--- src/rtl/pwm_dac_tx.sv ---
// PWM DAC transmitter: W-bit codes arrive through a valid/ready FIFO and are
// rendered as a fixed-period PWM waveform, with duty switched only at period boundaries.
module pwm_dac_tx #(
    parameter int W     = 16,
    parameter int DEPTH = 4
) (
    input  logic                       clk,
    input  logic                       rst_n,
    input  logic                       ena,
    input  logic [W-1:0]               period_val,
    input  logic [W-1:0]               code_i,
    input  logic                       code_valid_i,
    output logic                       code_ready_o,
    output logic                       pwm_o,
    output logic                       period_strb_o,
    output logic                       underrun_o,
    input  logic                       underrun_clr_i,
    output logic [$clog2(DEPTH):0]     fifo_level_o,
    output logic [W-1:0]               active_code_o
);

    localparam int AW = $clog2(DEPTH);
    localparam int LW = AW + 1;
    localparam logic [W-1:0]  ONE_W    = {{(W-1){1'b0}}, 1'b1};
    localparam logic [W-1:0]  ZERO_W   = {W{1'b0}};
    localparam logic [AW-1:0] ONE_A    = {{(AW-1){1'b0}}, 1'b1};
    localparam logic [LW-1:0] ONE_L    = {{(LW-1){1'b0}}, 1'b1};
    localparam logic [LW-1:0] ZERO_L   = {LW{1'b0}};
    localparam logic [LW-1:0] FULL_L   = LW'(DEPTH);

    typedef enum logic [0:0] {IDLE = 1'b0, RUN = 1'b1} state_t;

    state_t         state_r;
    logic [W-1:0]   cnt_r;
    logic [W-1:0]   duty_r;
    logic [W-1:0]   per_lat_r;
    logic           pwm_r;
    logic           strb_r;
    logic           underrun_r;
    logic [W-1:0]   mem_r [DEPTH];
    logic [AW-1:0]  rd_ptr_r;
    logic [AW-1:0]  wr_ptr_r;
    logic [LW-1:0]  level_r;
    logic           ready_r;

    logic           go_s;
    logic           boundary_s;
    logic           load_s;
    logic           stop_s;
    logic           empty_s;
    logic           push_s;
    logic           pop_s;
    logic [W-1:0]   cnt_next_s;
    logic [W-1:0]   duty_next_s;
    logic           cmp_s;
    logic [LW-1:0]  level_next_s;

    assign go_s       = ena && (period_val != ZERO_W);
    assign boundary_s = (state_r == RUN) && (cnt_r == (per_lat_r - ONE_W));
    assign load_s     = go_s && ((state_r == IDLE) || boundary_s);
    assign stop_s     = boundary_s && !go_s;
    assign empty_s    = (level_r == ZERO_L);
    assign push_s     = code_valid_i && ready_r;
    // A code pushed in a load cycle is never bypassed: pop only sees what was already stored.
    assign pop_s      = load_s && !empty_s;
    assign cmp_s      = (cnt_next_s < duty_next_s);

    // Next counter and duty, shared by the FSM and the PWM compare.
    always_comb begin
        cnt_next_s  = cnt_r;
        duty_next_s = duty_r;
        if (load_s) begin
            cnt_next_s = ZERO_W;
            if (!empty_s) begin
                duty_next_s = mem_r[rd_ptr_r];
            end else begin
                duty_next_s = duty_r;
            end
        end else if ((state_r == RUN) && !stop_s) begin
            cnt_next_s = cnt_r + ONE_W;
        end else begin
            cnt_next_s = ZERO_W;
        end
    end

    // Next FIFO occupancy.
    always_comb begin
        level_next_s = level_r;
        case ({push_s, pop_s})
            2'b10:   level_next_s = level_r + ONE_L;
            2'b01:   level_next_s = level_r - ONE_L;
            default: level_next_s = level_r;
        endcase
    end

    // Period FSM with registered PWM and strobe outputs.
    always_ff @(posedge clk or negedge rst_n) begin
        if (!rst_n) begin
            state_r   <= IDLE;
            cnt_r     <= ZERO_W;
            duty_r    <= ZERO_W;
            per_lat_r <= ZERO_W;
            pwm_r     <= 1'b0;
            strb_r    <= 1'b0;
        end else begin
            cnt_r  <= cnt_next_s;
            duty_r <= duty_next_s;
            case (state_r)
                IDLE: begin
                    if (load_s) begin
                        state_r   <= RUN;
                        per_lat_r <= period_val;
                        strb_r    <= 1'b1;
                        pwm_r     <= cmp_s;
                    end else begin
                        strb_r    <= 1'b0;
                        pwm_r     <= 1'b0;
                    end
                end
                RUN: begin
                    if (load_s) begin
                        per_lat_r <= period_val;
                        strb_r    <= 1'b1;
                        pwm_r     <= cmp_s;
                    end else if (stop_s) begin
                        state_r   <= IDLE;
                        strb_r    <= 1'b0;
                        pwm_r     <= 1'b0;
                    end else begin
                        strb_r    <= 1'b0;
                        pwm_r     <= cmp_s;
                    end
                end
                default: begin
                    state_r <= IDLE;
                    strb_r  <= 1'b0;
                    pwm_r   <= 1'b0;
                end
            endcase
        end
    end

    // Sticky underrun flag; a new underrun wins over a clear request.
    always_ff @(posedge clk or negedge rst_n) begin
        if (!rst_n) begin
            underrun_r <= 1'b0;
        end else if (load_s && empty_s) begin
            underrun_r <= 1'b1;
        end else if (underrun_clr_i) begin
            underrun_r <= 1'b0;
        end else begin
            underrun_r <= underrun_r;
        end
    end

    // FIFO pointers, occupancy and registered ready.
    always_ff @(posedge clk or negedge rst_n) begin
        if (!rst_n) begin
            rd_ptr_r <= {AW{1'b0}};
            wr_ptr_r <= {AW{1'b0}};
            level_r  <= ZERO_L;
            ready_r  <= 1'b1;
        end else begin
            if (push_s) begin
                wr_ptr_r <= wr_ptr_r + ONE_A;
            end
            if (pop_s) begin
                rd_ptr_r <= rd_ptr_r + ONE_A;
            end
            level_r <= level_next_s;
            ready_r <= (level_next_s != FULL_L);
        end
    end

    // FIFO storage; contents are don't-care until written, so no reset.
    always_ff @(posedge clk) begin
        if (push_s) begin
            mem_r[wr_ptr_r] <= code_i;
        end
    end

    assign code_ready_o  = ready_r;
    assign pwm_o         = pwm_r;
    assign period_strb_o = strb_r;
    assign underrun_o    = underrun_r;
    assign fifo_level_o  = level_r;
    assign active_code_o = duty_r;

endmodule

--- config.mk ---
export PLATFORM = sky130hd
export DESIGN_NAME = pwm_dac_tx
export DESIGN_NICKNAME = d
export VERILOG_FILES = /design/src/rtl/pwm_dac_tx.sv
export SDC_FILE = /design/constraint.sdc
export NUM_CORES = 1
export LEC_CHECK = 0
export ABC_AREA = 0
export BUFFER_PORTS_ARGS = -buffer_cell sky130_fd_sc_hd__buf_2
export CAP_MARGIN = 20
export CORE_MARGIN = 2
export CORE_UTILIZATION = 35
export CTS_CLUSTER_SIZE = 8
export DETAILED_ROUTE_END_ITERATION = 10
export GPL_TIMING_DRIVEN = 0
export PLACE_DENSITY = 0.6
export REMOVE_ABC_BUFFERS = 1
export SLEW_MARGIN = 20
export SYNTH_ARGS = -nofsm -noshare
export SYNTH_HDL_FRONTEND = slang
export SYNTH_SLANG_ARGS = --single-unit
--- constraint.sdc ---
create_clock -name clk -period 11.6 [get_ports clk]
set_input_delay 2.32 -clock clk [delete_from_list [all_inputs] [get_ports clk]]
set_output_delay 2.32 -clock clk [all_outputs]
set_load 0.005 [all_outputs]
==> results.sh, run 1 <==
export IMPL_finalClockSkew_ns=0.0121
export IMPL_grt_overflow=0
export IMPL_core_area_um2=17100
export IMPL_clkLatencyLatePin_ns=0.42
export IMPL_syn_avg_cell_area_um2=12.9
export IMPL_seq_area_frac_synth=0.565
export IMPL_die_area_um2=18400
export IMPL_dr_pass1_iters=4
export IMPL_crit_required_ns=11.91
export IMPL_drc_errors=0
export IMPL_cts_tree="built"
export IMPL_leakage_nw=3.07
export IMPL_maxCapViolCount=0
export IMPL_netlist_area_um2=6060
export IMPL_path_cells="buf_2 > nor4_1 > nand4_1 > nand2_1 > and4b_1 > a21oi_2 > inv_4 > nand2_4 > mux2i_1 > ha_1 > a21o_1 > a21oi_1 > nor2b_1 > o21ai_0 > nand2b_1 > a21oi_1 > o21ai_0 > a211oi_1"
export IMPL_ctsLongestPathBuffers=2
export IMPL_drv_slew=0
export IMPL_synth_area_leader_cell="edfxtp_1"
export IMPL_cts_buffers=17
export IMPL_synthTopCellsByCount="edfxtp_1, dfrtp_1, nand2_1"
export IMPL_startpoint_type="input pin"
export IMPL_vdd_drop_max_v=0.000117
export IMPL_cts_post_setup_buffers_inserted=0
export IMPL_power_mw=1.55
export IMPL_path_clk_slew_ns=0.06
export IMPL_worst_pin_slew_ns=0.929
export IMPL_hold_violations=0
export IMPL_dp_final_hpwl_um=8600
export IMPL_worst_hold_slack_ns=0.516
export IMPL_ff2ff_path_depth=20
export IMPL_grt_pass1_vias=3942
export IMPL_portBuffers=59
export IMPL_ys_seq_elements=124
export IMPL_fin_tns_setup_ns=0
export IMPL_synth_edf_count=64
export IMPL_drive_gt1_frac=0.249
export IMPL_die_w_um=136
export IMPL_place_congestion=0.845
export IMPL_synthTopCellsByArea="edfxtp_1, dfrtp_1, mux4_2"
export IMPL_yosysTopAreaCellShare=0.317
export IMPL_path_class="input pin to register"
export IMPL_hold_buffers=0
export IMPL_fin_nets=585
export IMPL_yosys_warnings=0
export IMPL_max_freq_mhz=158
export IMPL_cts_root_buffer="clkbuf_16"
export IMPL_initial_core_util=0.354
export IMPL_async_flop_share=0.484
export IMPL_hold_depth=2
export IMPL_wirelength_um=12500
export IMPL_drt_iter0_markers=187
export IMPL_drtAntennaViolNets=0
export IMPL_vias=3779
export IMPL_slowest_delay_ns=0.71
export IMPL_htreeDepth=4
export IMPL_yosys_cell_types_count=57
export IMPL_die_h_um=136
export IMPL_ioPinCount=60
export IMPL_grt_pass1_wl_um=20300
export IMPL_clkSinkCount=124
export IMPL_p_per_area_nw_per_um2=219
export IMPL_critPathSlowestCell="a21oi_2"
export IMPL_rsz0062_at_grt="false"
export IMPL_setup_violations=0
export IMPL_worst_path_max_fanout=33
export IMPL_antenna_found_initial=0
export IMPL_diodes=0
export IMPL_routed_via_density=4.95
export IMPL_num_rows=48
export IMPL_outcome="completed"
export IMPL_min_period_ns=6.31
export IMPL_syn2layout_area_growth_pct=17.1
export IMPL_grt_max_degree=53
export IMPL_yosysMostFrequentCell="edfxtp_1"
export IMPL_cts_resized=0
export IMPL_ys_flop_type="edfxtp_1"
export IMPL_max_slew_margin=0.381
export IMPL_endpoint_kind="register"
export IMPL_worst_ep_arrival_time_ns=6.62
export IMPL_wire_per_inst_um=16.4
export IMPL_fin_crit_sh=0.544
export IMPL_synthCells=471
export IMPL_grtUsageTotal=0.146
export IMPL_min_path_type="register to register"
## logic make-up (layout without fill, tap and decap cells)
kind of cell,after synthesis,in the layout,share of synthesized area
and+or+nand+nor,154,154,0.130
xor gates and xnor gates,39,39,0.0563
AOI/OAI and AO/OA,42,42,0.0438
buffers and inverters,41,108,0.0322
adders and majority gates,23,23,0.0487
muxes,48,48,0.124
DFF,124,124,0.565
## cell usage in the layout (no fill, tap or decap), drive strengths merged, types with 17 or more instances in the layout
master   n
nand2   58
buf     60
inv     22
clkbuf  17
ha      22
xnor2   24
mux2    17
dfrtp   59
nor2    27
edfxtp  64
## registers in the layout (all words and copies together) (netlist names)
signal         cells
mem_r             64
active_code_o     16
cnt_r             16
per_lat_r         16
fifo_level_o       3
rd_ptr_r           2
wr_ptr_r           2
code_ready_o       1
period_strb_o      1
pwm_o              1
state_r            1
underrun_o         1
## through the flow
step           instances  instance area (um^2)  setup WS (ns)   util
3_3_place_gp         730                  6510           4.96  0.380
3_5_place_dp         731                  6540           4.78  0.382
4_1_cts              763                  7100           5.21  0.415
5_1_grt              763                  7100           4.86  0.415
2_1_floorplan        446                  5930           6.06      -
6_report             763                  7100           5.29  0.415
## worst max-delay path, delay by kind of cell
family          cells  cell delay (ns)
compound gates      7             1.68
mux                 1             0.34
fa+ha+maj           1             0.29
buf+inv             2             0.36
simple gates        7             1.60
## final timing paths
path	startpoint	end	slack, ns
max in group asynchronous	rst_n	rd_ptr_r[0]$_DFFE_PN0P_	9.36
worst min-delay path	per_lat_r[15]$_DFFE_PN0N_	per_lat_r[15]$_DFFE_PN0N_	0.52
worst max register to register	per_lat_r[0]$_DFFE_PN0N_	pwm_o$_DFF_PN0_	5.91
worst max-delay path	period_val[1]	pwm_o$_DFF_PN0_	5.29
worst min register to register	per_lat_r[15]$_DFFE_PN0N_	per_lat_r[15]$_DFFE_PN0N_	0.52
min in group asynchronous	rst_n	fifo_level_o[0]$_DFF_PN0_	1.73
## routing by layer
metal / routed length [um] / part of all wire / global-route usage / vias up
met2: 6010 / 0.48 / 0.242 / 84
li1: - / - / - / 1839
met1: 5770 / 0.46 / 0.184 / 1843
met5: 0 / 0 / 0 / -
met4: 135 / 0.011 / 0.0394 / 0
met3: 637 / 0.051 / 0.0479 / 13
## final cells by class
type                            count  area, um^2
Multi-Input combinational cell    306        2440
Clock inverter                     15         136
Tap cell                          225         282
Timing Repair Buffer               60         325
Fill cell                        1598       10000
Sequential cell                   124        3430
Clock buffer                       17         425
Inverter                           16        62.6
## where the power goes
group	internal (mW)	switching [mW]
Combinational	0.187	0.210
Sequential	0.563	0.0866
Clock	0.297	0.209
Total	1.05	0.506
Note: power is estimated with default switching activity, not from simulation.
==> run 2: changes to the inputs <==
Settings changed: PLACE_DENSITY 0.6 to 0.62.
Clock period 11.6 ns to 5.8 ns, I/O delays scaled along.
==> results.sh, run 2 (synthesis gave the netlist of run 1 again) <==
export IMPL_place_congestion=0.801
export IMPL_crit_required_ns=6.13
export IMPL_stdcell_area_um2=7110
export IMPL_multiInputGateArea_um2=2460
export IMPL_syn2layout_area_growth_pct=17.3
export IMPL_startpoint_type="register"
export IMPL_hold_violations=0
export IMPL_min_period_ns=5.17
export IMPL_cts_buffers=17
export IMPL_initial_core_util=0.354
export IMPL_worst_ep_arrival_time_ns=5.49
export IMPL_vias=3809
export IMPL_num_rows=48
export IMPL_largest_reg_flops=64
export IMPL_die_w_um=136
export IMPL_antenna_found_initial=0
export IMPL_finalClockSkew_ns=0.0103
export IMPL_max_slew_margin=0.427
export IMPL_die_h_um=136
export IMPL_leakage_nw=3.06
export IMPL_seqCellArea_um2=3430
export IMPL_seq_power_share=0.419
export IMPL_final_cell_mix="edfxtp_1, dfrtp_1, buf_2, nand2_1, nor2_1"
export IMPL_nFillCells=1591
export IMPL_clkSinkCount=124
export IMPL_switchingPower_mw=1.00
export IMPL_final_common_cell="edfxtp_1"
export IMPL_htreeDepth=4
export IMPL_worst_pin_slew_ns=0.859
export IMPL_clkLatencyLatePin_ns=0.42
export IMPL_clkPwrFrac=0.329
export IMPL_fin_tns_setup_ns=0
export IMPL_setup_violations=0
export IMPL_post_route_util=0.415
export IMPL_wirelength_um=12400
export IMPL_grt_max_degree=43
export IMPL_p_per_area_nw_per_um2=436
export IMPL_grt_overflow=0
export IMPL_p_comb_frac=0.252
export IMPL_portBuffers=59
export IMPL_wire_per_inst_um=16.3
export IMPL_grt_pass1_vias=3872
export IMPL_netSwitchingFraction=0.324
export IMPL_ctsLongestPathBuffers=2
export IMPL_endpoint_kind="register"
export IMPL_path_clk_slew_ns=0.06
export IMPL_maxCapViolCount=0
export IMPL_top_register="mem_r"
export IMPL_drv_slew=0
export IMPL_drc_errors=0
export IMPL_grt_pass1_wl_um=20300
export IMPL_drt_iter0_markers=266
export IMPL_dr_pass1_iters=6
export IMPL_outcome="completed"
export IMPL_min_path_type="register to register"
export IMPL_path_class="register to register"
export IMPL_cts_root_buffer="clkbuf_16"
export IMPL_vdd_drop_max_v=0.000253
export IMPL_grtUsageTotal=0.147
export IMPL_cts_tree="built"
export IMPL_core_area_um2=17100
export IMPL_placed_cell_area_um2=6530
export IMPL_ioPinCount=60
export IMPL_max_freq_mhz=194
export IMPL_die_area_um2=18400
export IMPL_rsz0062_at_grt="false"
export IMPL_drtAntennaViolNets=0
export IMPL_worst_path_max_fanout=33
export IMPL_fin_nets=585
export IMPL_diodes=0
export IMPL_dp_final_hpwl_um=8550
export IMPL_internal_power_mw=2.09
export IMPL_drive_gt1_frac=0.251
export IMPL_routed_via_density=4.99
export IMPL_fin_crit_sh=0.891
## run 2: metal layers
layer,share of wire,up-vias,track usage
met5,0,-,0
met4,0.010,0,0.0457
met3,0.053,8,0.0471
met2,0.48,86,0.236
met1,0.45,1878,0.189
li1,-,1837,-
## run 2: path summary, 6_finish.rpt
path	from	to	slack (ns)	cells after the start
setup / recovery	per_lat_r[0]$_DFFE_PN0N_	pwm_o$_DFF_PN0_	0.63	20
hold / removal	per_lat_r[15]$_DFFE_PN0N_	per_lat_r[15]$_DFFE_PN0N_	0.50	2
setup reg to reg	per_lat_r[0]$_DFFE_PN0N_	pwm_o$_DFF_PN0_	0.63	20
hold reg to reg	per_lat_r[15]$_DFFE_PN0N_	per_lat_r[15]$_DFFE_PN0N_	0.50	2
max in group asynchronous	rst_n	rd_ptr_r[0]$_DFFE_PN0P_	4.65	2
min in group asynchronous	rst_n	fifo_level_o[2]$_DFF_PN0_	0.62	1
## run 2: stage by stage
step / hold WS, ns / cells / total power [mW] / setup slack (ns)
finish: 0.503 / 763 / 3.10 / 0.635
global route: 0.538 / 763 / 3.31 / 0.144
CTS: 0.510 / 763 / 3.14 / 0.119
detailed placement: 0.494 / 731 / 2.11 / 0.148
global placement: 0.490 / 730 / 2.06 / 0.303
floorplan: 0.467 / 446 / 1.85 / 1.20
## run 2: cell type report
class / count / share of cell area
Sequential cell: 124 / 0.482
Multi-Input combinational cell: 306 / 0.346
Clock buffer: 17 / 0.0598
Timing Repair Buffer: 60 / 0.0447
Tap cell: 225 / 0.0396
Clock inverter: 15 / 0.0195
Inverter: 16 / 0.00880
## run 2: power by group through the flow
stage               clock, mW  sequential, mW  combinational [mW]
global route             1.08            1.33               0.896
global placement            0            1.30               0.758
finish                   1.02            1.30               0.782
CTS                      1.04            1.30               0.796
detailed placement          0            1.32               0.791
floorplan                   0            1.27               0.584
## run 2: worst max-delay path, cell delays in order, from the launching register on
cell	delay [ns]
dfrtp_1	0.42
inv_1	0.11
ha_1	0.24
or3b_2	0.55
nor4_1	0.40
nor4b_1	0.11
a211o_1	0.31
and4b_1	0.23
a21oi_4	0.46
inv_4	0.23
nand2_8	0.34
mux2i_1	0.27
ha_1	0.27
a21o_1	0.17
a21oi_1	0.14
nor2b_1	0.06
o21ai_0	0.16
nand2b_1	0.08
a21oi_1	0.16
o21ai_0	0.12
a211oi_1	0.23
## run 2: what timing repair did
action                     CTS  global route
setup buffers                0             0
setup endpoints to repair    0             1
gates resized for setup      0             2
hold buffers                 0             0
==> run 3: changes to the inputs <==
Settings changed: BUFFER_PORTS_ARGS -buffer_cell sky130_fd_sc_hd__buf_2 to -buffer_cell sky130_fd_sc_hd__buf_4, PLACE_DENSITY 0.62 to 0.6, RECOVER_POWER set to 50.
Clock period 5.8 ns to 5.2 ns, I/O delays scaled along.
==> results.sh, run 3 (synthesis gave the netlist of run 1 again) <==
export IMPL_finalClockSkew_ns=0.0107
export IMPL_r2r_start="per_lat_r[0]$_DFFE_PN0N_"
export IMPL_drc_errors=0
export IMPL_grt_pass1_wl_um=20700
export IMPL_clkSinkCount=124
export IMPL_die_area_um2=18400
export IMPL_drt_iter0_markers=147
export IMPL_path_clk_slew_ns=0.06
export IMPL_antenna_found_initial=0
export IMPL_grtUsageTotal=0.150
export IMPL_ctsLongestPathBuffers=2
export IMPL_violations="max-capacitance violations, max-slew violations"
export IMPL_diodes=0
export IMPL_clkLatencyLatePin_ns=0.42
export IMPL_fin_ws_ns=0.349
export IMPL_hold_violations=0
export IMPL_htreeDepth=4
export IMPL_die_h_um=136
export IMPL_p_per_area_nw_per_um2=487
export IMPL_cp_startpoint="per_lat_r[0]$_DFFE_PN0N_"
export IMPL_drtAntennaViolNets=0
export IMPL_dr_pass1_iters=4
export IMPL_drive_gt1_frac=0.217
export IMPL_place_inst=730
export IMPL_path_class="register to register"
export IMPL_grt_max_degree=61
export IMPL_worstHoldStart="per_lat_r[15]$_DFFE_PN0N_"
export IMPL_initial_core_util=0.354
export IMPL_max_freq_mhz=206
export IMPL_vdd_drop_max_v=0.000333
export IMPL_ioPinCount=60
export IMPL_worst_pin_slew_ns=3.38
export IMPL_maxCapViolCount=1
export IMPL_startpoint_type="register"
export IMPL_drv_slew=61
export IMPL_cts_tree="built"
export IMPL_num_rows=48
export IMPL_place_congestion=0.818
export IMPL_min_path_type="register to register"
export IMPL_leakage_nw=3.02
export IMPL_wirelength_um=12900
export IMPL_final_common_cell="edfxtp_1"
export IMPL_die_w_um=136
export IMPL_min_period_ns=4.85
export IMPL_fin_crit_sh=0.933
export IMPL_dp_slack_ns=-0.532
export IMPL_rsz0062_at_grt="false"
export IMPL_setup_violations=0
export IMPL_instances_no_fill=763
export IMPL_wire_per_inst_um=16.9
export IMPL_cts_buffers=17
export IMPL_top_register="mem_r"
export IMPL_grt_overflow=0
export IMPL_routed_via_density=5.03
export IMPL_syn2layout_area_growth_pct=18.5
export IMPL_hold_buffers=0
export IMPL_fin_nets=585
export IMPL_core_area_um2=17100
export IMPL_crit_required_ns=5.51
export IMPL_portBuffers=59
export IMPL_outcome="finished with violations"
export IMPL_largest_reg_flops=64
export IMPL_grt_pass1_vias=3901
export IMPL_worst_path_max_fanout=33
export IMPL_cts_root_buffer="clkbuf_16"
export IMPL_final_cell_mix="edfxtp_1, dfrtp_1, nand2_1, buf_4, nor2_1"
export IMPL_dp_final_hpwl_um=8590
export IMPL_vias=3838
export IMPL_worst_ep_arrival_time_ns=5.16
export IMPL_endpoint_kind="register"
export IMPL_max_slew_margin=-1.26
==> run 3: final timing paths <==
kind / to / slack [ns] / cells past startpoint
worst max-delay path: pwm_o$_DFF_PN0_ / 0.35 / 20
min in group asynchronous: per_lat_r[3]$_DFFE_PN0N_ / 1.76 / 1
worst min register to register: per_lat_r[15]$_DFFE_PN0N_ / 0.50 / 2
max in group asynchronous: rd_ptr_r[0]$_DFFE_PN0P_ / 1.29 / 1
worst max register to register: pwm_o$_DFF_PN0_ / 0.35 / 20
worst min-delay path: per_lat_r[15]$_DFFE_PN0N_ / 0.50 / 2
==> run 3: timing repair <==
action | 4_1_cts | 5_1_grt
setup endpoints to repair | 1 | 0
gates resized for setup | 2 | 0
setup buffers | 1 | 0
==> run 3: layer usage <==
layer | GRT usage | part of all wire | up-vias
li1 | - | - | 1830
met1 | 0.182 | 0.45 | 1914
met4 | 0.0475 | 0.0078 | 0
met3 | 0.0471 | 0.048 | 7
met5 | 0 | 0 | -
met2 | 0.254 | 0.49 | 87
==> run 3: metrics by stage <==
stage	hold slack [ns]	TNS, ns	util	instance area, um^2	power, mW
after floorplan	0.467	0	-	5930	2.06
after global placement	0.500	-0.304	0.389	6650	2.34
after detailed placement	0.484	-0.532	0.389	6660	2.39
after CTS	0.508	0	0.424	7250	3.54
after global routing	0.563	0	0.420	7180	3.72
final	0.501	0	0.420	7180	3.50
==> run 3: critical path, stage by stage, from the launching register on <==
cell      delay, ns
dfrtp_1        0.41
inv_1          0.10
ha_1           0.23
or3b_2         0.56
nor4_1         0.40
nor4b_1        0.12
a211o_1        0.30
and4b_1        0.22
a21oi_4        0.21
inv_4          0.16
nand2_8        0.31
mux2i_1        0.28
ha_1           0.28
a21o_1         0.17
a21oi_1        0.14
nor2b_1        0.05
o21ai_0        0.16
nand2b_1       0.07
a21oi_1        0.13
o21ai_0        0.12
a211oi_1       0.27
==> run 3: final cells by class <==
| type | count | area (um^2) |
|---|---|---|
| Tap cell | 225 | 282 |
| Sequential cell | 124 | 3430 |
| Fill cell | 1603 | 9930 |
| Inverter | 16 | 62.6 |
| Multi-Input combinational cell | 306 | 2460 |
| Clock inverter | 15 | 146 |
| Clock buffer | 17 | 425 |
| Timing Repair Buffer | 60 | 383 |
==> run 3: power breakdown <==
| group | leakage (nW) | internal (mW) | switching (mW) | total (mW) |
|---|---|---|---|---|
| Combinational | 1.39 | 0.437 | 0.471 | 0.908 |
| Sequential | 1.36 | 1.25 | 0.198 | 1.45 |
| Clock | 0.269 | 0.634 | 0.502 | 1.14 |
| Total | 3.02 | 2.33 | 1.17 | 3.50 |
